**config.mk**
```make
export PLATFORM = sky130hd
export DESIGN_NAME = uart_mmio_fifo
export DESIGN_NICKNAME = d
export VERILOG_FILES = /design/src/rtl/uart_mmio_fifo.sv
export SDC_FILE = /design/constraint.sdc
export NUM_CORES = 1
export LEC_CHECK = 0
export BUFFER_PORTS_ARGS = -buffer_cell sky130_fd_sc_hd__buf_2
export CAP_MARGIN = 40
export CORE_AREA = 2 2 166 151
export DETAILED_ROUTE_END_ITERATION = 7
export DIE_AREA = 0 0 168 153
export GPL_TIMING_DRIVEN = 1
export HOLD_SLACK_MARGIN = 0.08
export PLACE_DENSITY = 0.83
export SLEW_MARGIN = 10
export SYNTH_ARGS = -nofsm -noshare
export SYNTH_HDL_FRONTEND = slang
export SYNTH_SLANG_ARGS = --single-unit
```
**constraint.sdc**
```tcl
create_clock -name clk -period 5.1 [get_ports clk]
set_input_delay 0.51 -clock clk [delete_from_list [all_inputs] [get_ports clk]]
set_output_delay 0.51 -clock clk [all_outputs]
set_load 0.01 [all_outputs]
```
**src/rtl/uart_mmio_fifo.sv**
```systemverilog
// Memory-mapped 8N1 UART with programmable baud divisor, TX/RX FIFOs,
// sticky error flags and a registered interrupt.
module uart_mmio_fifo #(
  parameter int unsigned DATA_W      = 32,
  parameter int unsigned FIFO_DEPTH  = 16,
  parameter int unsigned DEFAULT_DIV = 26
) (
  input  logic              clk,
  input  logic              rst,
  input  logic              sel,
  input  logic              rd,
  input  logic              wr,
  input  logic [1:0]        addr,
  input  logic [DATA_W-1:0] data_in,
  output logic [DATA_W-1:0] data_out,
  input  logic              rx,
  output logic              tx,
  output logic              irq
);

  localparam int unsigned AW = $clog2(FIFO_DEPTH);
  localparam int unsigned CW = AW + 1;
  localparam logic [CW-1:0] FULL_CNT = CW'(FIFO_DEPTH);

  typedef enum logic [1:0] {TxIdle, TxStart, TxData, TxStop} tx_state_e;
  typedef enum logic [1:0] {RxIdle, RxStart, RxData, RxStop} rx_state_e;

  // Bus decode; a write in the same cycle as a read suppresses the pop.
  logic acc_wr, acc_rd, wr_data, wr_baud, wr_ctrl, rd_data;
  assign acc_wr  = sel & wr;
  assign acc_rd  = sel & rd & ~wr;
  assign wr_data = acc_wr & (addr == 2'd0);
  assign wr_baud = acc_wr & (addr == 2'd2);
  assign wr_ctrl = acc_wr & (addr == 2'd3);
  assign rd_data = acc_rd & (addr == 2'd0);

  logic unused_data;
  assign unused_data = ^data_in[DATA_W-1:16];

  logic [15:0] baud, baud_cnt;
  logic [1:0]  ctrl;
  logic        rx_ovr, frame_err, tx_ovf;
  logic        tick;

  assign tick = (baud_cnt == baud);

  always_ff @(posedge clk or posedge rst) begin
    if (rst) begin
      baud     <= 16'(DEFAULT_DIV);
      baud_cnt <= '0;
      ctrl     <= '0;
    end else begin
      if (wr_baud) baud <= data_in[15:0];
      if (wr_ctrl) ctrl <= data_in[1:0];
      if (wr_baud || tick) baud_cnt <= '0;
      else                 baud_cnt <= baud_cnt + 16'd1;
    end
  end

  // TX FIFO
  logic [7:0]    tx_mem [FIFO_DEPTH];
  logic [AW-1:0] tx_wp, tx_rp;
  logic [CW-1:0] tx_cnt;
  logic          tx_empty, tx_full, tx_pop, tx_do_push;
  tx_state_e     tx_state;

  assign tx_empty   = (tx_cnt == '0);
  assign tx_full    = (tx_cnt == FULL_CNT);
  assign tx_pop     = (tx_state == TxIdle) & ~tx_empty;
  assign tx_do_push = wr_data & (~tx_full | tx_pop);

  always_ff @(posedge clk) begin
    if (tx_do_push) tx_mem[tx_wp] <= data_in[7:0];
  end

  always_ff @(posedge clk or posedge rst) begin
    if (rst) begin
      tx_wp  <= '0;
      tx_rp  <= '0;
      tx_cnt <= '0;
    end else begin
      if (tx_do_push) tx_wp <= tx_wp + AW'(1);
      if (tx_pop)     tx_rp <= tx_rp + AW'(1);
      case ({tx_do_push, tx_pop})
        2'b10:   tx_cnt <= tx_cnt + CW'(1);
        2'b01:   tx_cnt <= tx_cnt - CW'(1);
        default: tx_cnt <= tx_cnt;
      endcase
    end
  end

  // TX serialiser: 16 ticks per bit, LSB first
  logic [7:0] tx_sh;
  logic [3:0] tx_tcnt;
  logic [2:0] tx_bit;
  logic       tx_busy;

  assign tx_busy = (tx_state != TxIdle);

  always_ff @(posedge clk or posedge rst) begin
    if (rst) begin
      tx_state <= TxIdle;
      tx       <= 1'b1;
      tx_sh    <= '0;
      tx_tcnt  <= '0;
      tx_bit   <= '0;
    end else begin
      unique case (tx_state)
        TxIdle: begin
          if (!tx_empty) begin
            tx_sh    <= tx_mem[tx_rp];
            tx       <= 1'b0;
            tx_tcnt  <= '0;
            tx_state <= TxStart;
          end
        end
        TxStart: begin
          if (tick) begin
            tx_tcnt <= tx_tcnt + 4'd1;
            if (tx_tcnt == 4'd15) begin
              tx       <= tx_sh[0];
              tx_bit   <= '0;
              tx_state <= TxData;
            end
          end
        end
        TxData: begin
          if (tick) begin
            tx_tcnt <= tx_tcnt + 4'd1;
            if (tx_tcnt == 4'd15) begin
              if (tx_bit == 3'd7) begin
                tx       <= 1'b1;
                tx_state <= TxStop;
              end else begin
                tx     <= tx_sh[1];
                tx_sh  <= {1'b0, tx_sh[7:1]};
                tx_bit <= tx_bit + 3'd1;
              end
            end
          end
        end
        TxStop: begin
          if (tick) begin
            tx_tcnt <= tx_tcnt + 4'd1;
            if (tx_tcnt == 4'd15) tx_state <= TxIdle;
          end
        end
      endcase
    end
  end

  // RX synchroniser and deserialiser
  logic       rx_s1, rx_s2, rx_prev, rx_fall;
  rx_state_e  rx_state;
  logic [7:0] rx_sh;
  logic [3:0] rx_tcnt;
  logic [2:0] rx_bit;
  logic       rx_stop_smp, rx_push;

  assign rx_fall     = rx_prev & ~rx_s2;
  assign rx_stop_smp = (rx_state == RxStop) & tick & (rx_tcnt == 4'd15);
  assign rx_push     = rx_stop_smp & rx_s2;

  always_ff @(posedge clk or posedge rst) begin
    if (rst) begin
      rx_s1    <= 1'b1;
      rx_s2    <= 1'b1;
      rx_prev  <= 1'b1;
      rx_state <= RxIdle;
      rx_sh    <= '0;
      rx_tcnt  <= '0;
      rx_bit   <= '0;
    end else begin
      rx_s1   <= rx;
      rx_s2   <= rx_s1;
      rx_prev <= rx_s2;
      unique case (rx_state)
        RxIdle: begin
          if (rx_fall) begin
            rx_tcnt  <= '0;
            rx_state <= RxStart;
          end
        end
        RxStart: begin
          if (tick) begin
            if (rx_tcnt == 4'd7) begin
              rx_tcnt  <= '0;
              rx_bit   <= '0;
              rx_state <= rx_s2 ? RxIdle : RxData;
            end else begin
              rx_tcnt <= rx_tcnt + 4'd1;
            end
          end
        end
        RxData: begin
          if (tick) begin
            rx_tcnt <= rx_tcnt + 4'd1;
            if (rx_tcnt == 4'd15) begin
              rx_sh  <= {rx_s2, rx_sh[7:1]};
              rx_bit <= rx_bit + 3'd1;
              if (rx_bit == 3'd7) rx_state <= RxStop;
            end
          end
        end
        RxStop: begin
          if (tick) begin
            rx_tcnt <= rx_tcnt + 4'd1;
            if (rx_tcnt == 4'd15) rx_state <= RxIdle;
          end
        end
      endcase
    end
  end

  // RX FIFO
  logic [7:0]    rx_mem [FIFO_DEPTH];
  logic [AW-1:0] rx_wp, rx_rp;
  logic [CW-1:0] rx_cnt;
  logic          rx_empty, rx_full, rx_pop, rx_do_push;

  assign rx_empty   = (rx_cnt == '0);
  assign rx_full    = (rx_cnt == FULL_CNT);
  assign rx_pop     = rd_data & ~rx_empty;
  assign rx_do_push = rx_push & (~rx_full | rx_pop);

  always_ff @(posedge clk) begin
    if (rx_do_push) rx_mem[rx_wp] <= rx_sh;
  end

  always_ff @(posedge clk or posedge rst) begin
    if (rst) begin
      rx_wp  <= '0;
      rx_rp  <= '0;
      rx_cnt <= '0;
    end else begin
      if (rx_do_push) rx_wp <= rx_wp + AW'(1);
      if (rx_pop)     rx_rp <= rx_rp + AW'(1);
      case ({rx_do_push, rx_pop})
        2'b10:   rx_cnt <= rx_cnt + CW'(1);
        2'b01:   rx_cnt <= rx_cnt - CW'(1);
        default: rx_cnt <= rx_cnt;
      endcase
    end
  end

  // Sticky flags: a set in the same cycle as a clear wins
  logic flag_clr;
  assign flag_clr = wr_ctrl & data_in[2];

  always_ff @(posedge clk or posedge rst) begin
    if (rst) begin
      rx_ovr    <= 1'b0;
      frame_err <= 1'b0;
      tx_ovf    <= 1'b0;
      irq       <= 1'b0;
    end else begin
      rx_ovr    <= (rx_ovr & ~flag_clr) | (rx_push & rx_full & ~rx_pop);
      frame_err <= (frame_err & ~flag_clr) | (rx_stop_smp & ~rx_s2);
      tx_ovf    <= (tx_ovf & ~flag_clr) | (wr_data & tx_full & ~tx_pop);
      irq       <= (ctrl[0] & ~rx_empty) | (ctrl[1] & tx_empty) | rx_ovr | frame_err;
    end
  end

  logic [7:0] status;
  assign status = {tx_busy, tx_ovf, frame_err, rx_ovr, tx_full, tx_empty, rx_full, rx_empty};

  always_comb begin
    data_out = '0;
    if (sel && rd) begin
      unique case (addr)
        2'd0: if (!rx_empty) data_out[7:0] = rx_mem[rx_rp];
        2'd1: data_out[7:0]  = status;
        2'd2: data_out[15:0] = baud;
        2'd3: data_out[1:0]  = ctrl;
      endcase
    end
  end

endmodule

```
* Word level (Yosys, flattened, before mapping)
Memory sizes are Yosys's and may differ from the RTL's. Cells that the tools add are included. W data, S select, Z words.
Storage, ports and cells: bits in registers 102, bits in writable memories 256, output and inout bits 34, memories 2
Memories:
- rx_mem | depth 16, bits a word 8, rd ports 1, clocked after Yosys merged registers in 0, wr ports 1, line 216 | logic [7:0] rx_mem [FIFO_DEPTH];
- tx_mem | depth 16, bits a word 8, rd ports 1, clocked after Yosys merged registers in 0, wr ports 1, line 61 | logic [7:0] tx_mem [FIFO_DEPTH];
Cells by class: add/subtract/negate cells 13, eq/ne operators 40, muxes and demuxes 62, bitwise logic cells 43, reduce and logical (&&, ||, !) cells 25
Operators by type and width (number):
- $mux W8 | 6
- $mux W2 | 17
- $mux W16 | 2
- $ne A2 B2 Y1 const B | 16
- $mux W3 | 9
- $and A1 B1 Y1 | 26
- $add A4 B1 Y4 const B | 6
- $mux W4 | 6
- $pmux W2 S4 | 3
- $pmux W5 S2 | 2
- $pmux W6 S3 | 1
- $add A16 B1 Y16 const B | 1
- $eq A16 B16 Y1 | 1
- $eq A2 B2 Y1 const B | 8
- $pmux W8 S2 | 1
- $reduce_and A8 Y1 | 2
- $pmux W3 S2 | 2
- $pmux W4 S3 | 1
- $reduce_and A6 Y1 | 2
- $reduce_bool A2 Y1 | 6
- $add A5 B1 Y5 const B | 2
- $eq A2 B1 Y1 const B | 5
- $eq A5 B5 Y1 const B | 2
- $logic_not A5 Y1 | 2
- other kinds (20) | 54

* Depth between registers and ports, before layout
word-level depth 8, mapped depth 13, depth with buffers taken out 12

* Least setup slack after synthesis
OpenSTA, ideal clock, no wires.
path kind input to register, start point input port sel, end point memory rx_mem[4][0] (enable), data arrival time 2.687 ns, path slack 2.027 ns, stages 7, buffers on the path 1, path through buf_2 -> nand3b_1 -> a2111oi_2 -> nor2_1 -> nor3b_2 -> nand2_1 -> nor3b_1
On the way: longest elaborated chain between the ends 8
Ends and longest elaborated chain:
- start, declared | line 10 | input logic sel,
- $and A1 B1 Y1 (2 in series) | line 31 | assign acc_rd = sel & rd & ~wr;
- $and A1 B1 Y1 | line 35 | assign rd_data = acc_rd & (addr == 2'd0);
- $and A1 B1 Y1 | line 223 | assign rx_pop = rd_data & ~rx_empty;
- $or A1 B1 Y1 | line 224 | assign rx_do_push = rx_push & (~rx_full | rx_pop);
- $and A1 B1 Y1 | line 224
- $mux W1 | line 227 | if (rx_do_push) rx_mem[rx_wp] <= rx_sh;
- $mux W1 (not written as such) | line 227
- end, declared | line 216
No other way between the ends.

* Worst setup path in the final report
start point register baud[7], end point register rx_cnt[4]
On the way: longest elaborated chain between the ends 7, elaborated cells between the ends (all ways) 9, classes of those cells 3 x eq/ne; 1 x mux; 4 x bitwise; 1 x reduce/logical
Ends and longest elaborated chain:
- start, declared | line 40 | logic [15:0] baud, baud_cnt;
- start signal, assigned | line 49 | baud <= 16'(DEFAULT_DIV);
- start signal, assigned | line 53 | if (wr_baud) baud <= data_in[15:0];
- $eq A16 B16 Y1 * | line 45 | assign tick = (baud_cnt == baud);
- $and A1 B1 Y1 * (2 in series) | line 161 | assign rx_stop_smp = (rx_state == RxStop) & tick & (rx_tcnt == 4'd15);
- $and A1 B1 Y1 * | line 162 | assign rx_push = rx_stop_smp & rx_s2;
- $and A1 B1 Y1 * | line 224
- $eq A2 B1 Y1 / $eq A2 B2 Y1 (equally long branches) | line 238 | case ({rx_do_push, rx_pop})
- $pmux W5 S2 / $reduce_bool A2 Y1 (equally long branches)
- end signal, assigned | line 239 | 2'b10: rx_cnt <= rx_cnt + CW'(1);
- end signal, assigned | line 240 | 2'b01: rx_cnt <= rx_cnt - CW'(1);
- end signal, assigned | line 241 | default: rx_cnt <= rx_cnt;
- end, declared | line 218 | logic [CW-1:0] rx_cnt;
Mark *: on every way between the ends. The rest lies on a longest branch, timed or not. A chain may end at the register's enable or synchronous reset.

==> flow_summary_export.csv <==
group,metric,value,unit
synthesis,synthTopCellsByArea,"sky130_fd_sc_hd__edfxtp_1, sky130_fd_sc_hd__dfrtp_1, sky130_fd_sc_hd__mux4_2",
timing,timing.final.setup_violations,0,
power_and_ir_drop,peakVddDrop,0.0003140,V
placed_design,gp_congestion,0.8447,
clock_tree,cts_sinks,358,
clock_tree,cts_tree,"built",
timing,final.setup.worst_slack,1310,ps
timing,fin_hold_viols,0,
timing,transition_time_of_the_tightest_slew_check_pin,934.4,ps
detailed_routing,wl,32.42,mm
critical_path,timing.critical_path.cells,"xor2_1, nor4_1, and4_1, a21oi_1, xor2_1, ha_1, or3_1, a21oi_1, nand2_1, a21oi_1, o21ai_0, o31a_1",
detailed_routing,drc,0,
clock_tree,ctsLongestPathBuffers,3,
clock_tree,cts.clk_slew.worst_paths,60,ps
clock_tree,post_cts_resized,0,
synthesis,synthAdderAreaFrac,2.326,%
synthesis,synthesis.area,0.01538,mm2
global_routing,overflow,0,
clock_tree,clock_latency_on_the_worst_skew_pair,510,ps
synthesis,post-synth-top-count-cell,"sky130_fd_sc_hd__edfxtp_1",
synthesis,synth_cell_type_count,59,
detailed_routing,postRouteAntennaNets,0,
timing,fmax,0.2639,GHz
floorplanning,floorplan.die.width,168,um
final_layout,final_net_count,1067,
floorplanning,core_footprint,0.02399,mm2
synthesis,syn-mean-instance-area,16.40,um2
global_routing,first_global_vias,8835,
critical_path,critical_path.n_buffers_inverters,0,
critical_path,worstSetupEndpointType,"register",
detailed_routing,vias_per_cell,6.409,
critical_path,path_delay_family,"simple AND/OR/NAND/NOR gates",
floorplanning,floorplan.initialDensity,64.14,%
global_routing,grt.total_usage,26.35,%
floorplanning,dieHeight,153,um
run,max_cap_violations,0,
clock_tree,clock_tree.htree_level_count,2,
synthesis,synthTopCellsByCount,"sky130_fd_sc_hd__edfxtp_1, sky130_fd_sc_hd__dfrtp_1, sky130_fd_sc_hd__mux4_2",
clock_tree,number_of_buffers_added_by_the_clock_tree_synthesis_step,35,
min_path,worstHoldPathType,"input pin to register",
run_status,run_status,"completed",
timing,max-slew-margin-rel,37.53,%
floorplanning,fp.dieArea,0.02570,mm2
critical_path,crit_path_max_fanout,14,
global_routing,global_route_wire_length_before_repair,51.15,mm
synthesis,share_of_the_synthesized_area_in_compound_gates_ao_oa_aoi_oai,4.213,%
timing,min_period,3790,ps
synthesis,post_synth_edffs,256,
timing,final.setup_skew,14.55,ps
synthesis,async_flop_share,28.49,%
synthesis,ys_seq_area_share,66.62,%
critical_path,most_common_cell_on_crit_path,"sky130_fd_sc_hd__a21oi_1",
placed_design,worst_case_setup_slack_after_placement,1471,ps
detailed_routing,drt_first_pass_iters,5,
final_layout,n_antenna_cell,0,
final_layout,drive_above_1_share,23.41,%
placed_design,dpl-instance-area,0.01597,mm2
clock_tree,ctsRootBufferMaster,"sky130_fd_sc_hd__clkbuf_16",
timing,final-max-slew-violation-count,0,
global_routing,grt_max_degree,53,
global_routing,grt_antenna_before_repair,0,
synthesis,synth_top_family_by_area,"multiplexers",
placed_design,hpwl,20.67,mm
critical_path,slowest_delay,720,ps
synthesis,yosysWarnings,0,
synthesis,synth_top_cell_area_share,49.97,%
placed_design,io_buffers,41,
synthesis,dominantRegCellSynth,"sky130_fd_sc_hd__edfxtp_1",
power_and_ir_drop,overall_power_after_layout,6.669,mW
critical_path,critPathKind,"register to register",
power_and_ir_drop,p_leak,6.635,nW
timing,rsz0062_at_grt,"no",
detailed_routing,detailedRoute.firstIterationViolations,877,
critical_path,crit_arrival,4180,ps
critical_path,critPathSlowestCell,"sky130_fd_sc_hd__and4_1",
final_layout,finish.instance_area,0.01707,mm2
synthesis,synth.mux.area_fraction,14.46,%
floorplanning,fp-row-count,54,
final_layout,synthToLayoutAreaGrowth,10.96,%
synthesis,synth_xor_xnor_area_share,2.733,%
critical_path,critical_path_required,5490,ps
synthesis,post_synth_inst_count,938,
detailed_routing,drt-wirelength-per-cell,24.32,um
critical_path,worstSetupStartpointType,"register",
synthesis,synth_seq_cells,358,
power_and_ir_drop,power_density,390.7,mW/mm2
synthesis,post_synth_and_or_nand_nor_area_fraction,7.246,%
timing,timing.setup.tns,0,ps
clock_tree,cts_setup_buffers,0,
timing,fin_crit_sh,74.31,%
detailed_routing,vias,8543,
synthesis,synth_top_cell_by_area,"sky130_fd_sc_hd__edfxtp_1",
floorplanning,io_pins,74,
==> cells by family (layout without fill, tap and decap cells) <==
logic type                 count (synthesis)  count (layout)
AOI/OAI and AO/OA                         93              93
xor gates and xnor gates                  48              48
adders and majority gates                 28              28
buffers and inverters                     79             151
DFF                                      358             358
muxes                                    118             118
other                                      1              16
and+or+nand+nor                          213             213
==> final cells by class <==
cell class / instances / area, um2
Fill cell: 1473 / 6914
Tap cell: 308 / 385.4
Sequential cell: 358 / 10250
Multi-Input combinational cell: 516 / 4826
Inverter: 29 / 111.4
Clock inverter: 17 / 125.1
Clock buffer: 46 / 969.7
Timing Repair Buffer: 59 / 402.9
==> state kept, by name (all words and copies together) (netlist names), 2 cells and up, named ones only <==
register,flops
tx_mem,128
rx_cnt,5
rx_wp,4
tx_tcnt,4
baud,16
tx_bit,3
tx_wp,4
rx_rp,4
baud_cnt,16
tx_state,2
rx_tcnt,4
ctrl,2
rx_bit,3
tx_cnt,5
tx_rp,4
rx_mem,128
rx_sh,8
tx_sh,8
==> routing by layer <==
layer	track usage, %	part of all wire (%)	vias to the layer above
li1	-	-	3716
met1	34.75	39	4418
met2	45.34	52	334
met3	4.091	5.7	75
met4	9.275	2.9	0
met5	0	0	-
==> cells in the final DEF (no fill, tap or decap), types with 10 or more instances in the layout <==
| cell type | instances |
|---|---|
| sky130_fd_sc_hd__a21oi_1 | 14 |
| sky130_fd_sc_hd__and2_1 | 31 |
| sky130_fd_sc_hd__buf_2 | 41 |
| sky130_fd_sc_hd__buf_4 | 13 |
| sky130_fd_sc_hd__clkbuf_16 | 37 |
| sky130_fd_sc_hd__conb_1 | 16 |
| sky130_fd_sc_hd__dfrtp_1 | 93 |
| sky130_fd_sc_hd__edfxtp_1 | 256 |
| sky130_fd_sc_hd__ha_1 | 27 |
| sky130_fd_sc_hd__inv_1 | 28 |
| sky130_fd_sc_hd__mux2_2 | 34 |
| sky130_fd_sc_hd__mux4_2 | 80 |
| sky130_fd_sc_hd__nand2_1 | 51 |
| sky130_fd_sc_hd__nand3_1 | 19 |
| sky130_fd_sc_hd__nor2_1 | 41 |
| sky130_fd_sc_hd__nor3_1 | 16 |
| sky130_fd_sc_hd__nor4_1 | 10 |
| sky130_fd_sc_hd__o21ai_0 | 22 |
| sky130_fd_sc_hd__xnor2_1 | 22 |
| sky130_fd_sc_hd__xor2_1 | 26 |
==> report_power, final <==
part,internal (mW),switching (mW),leakage [nW]
clock,1.44,1.05,0.541
combinational,0.334,0.369,2.16
sequential,3.27,0.206,3.93
total,5.05,1.62,6.63
==> per-stage QoR <==
stage               hold WS [ps]  cells  util (%)
global placement           346.7   1264     66.16
CTS                        92.88   1333     71.17
detailed placement         348.7   1269     66.57
floorplan                  345.2    953         -
global route               89.66   1333     71.17
finish                     107.5   1333     71.17
==> what timing repair did <==
action | CTS | global route
hold buffers | 1 | 0
endpoints found under the setup margin | 0 | 0
endpoints found under the hold margin | 16 | 0
==> worst register-to-register path, stage by stage, from the launching register on <==
cell,delay (ps)
sky130_fd_sc_hd__dfrtp_1,440
sky130_fd_sc_hd__xor2_1,190
sky130_fd_sc_hd__nor4_1,650
sky130_fd_sc_hd__and4_1,730
sky130_fd_sc_hd__a21oi_1,270
sky130_fd_sc_hd__xor2_1,210
sky130_fd_sc_hd__ha_1,240
sky130_fd_sc_hd__or3_1,330
sky130_fd_sc_hd__a21oi_1,150
sky130_fd_sc_hd__nand2_1,60
sky130_fd_sc_hd__a21oi_1,170
sky130_fd_sc_hd__o21ai_0,120
sky130_fd_sc_hd__o31a_1,110
==> final timing paths <==
kind | cells after the start | startpoint | end | slack, ps
max | 12 | baud[7] | rx_cnt[4] | 1310
min | 1 | rx | rx_s1 | 110
max reg2reg | 12 | baud[7] | rx_cnt[4] | 1310
min reg2reg | 0 | rx_s1 | rx_s2 | 360
max in group asynchronous | 5 | rst | tx_rp[0] | 3530
min in group asynchronous | 3 | rst | baud[15] | 490
(Power assumes the default switching activity.)
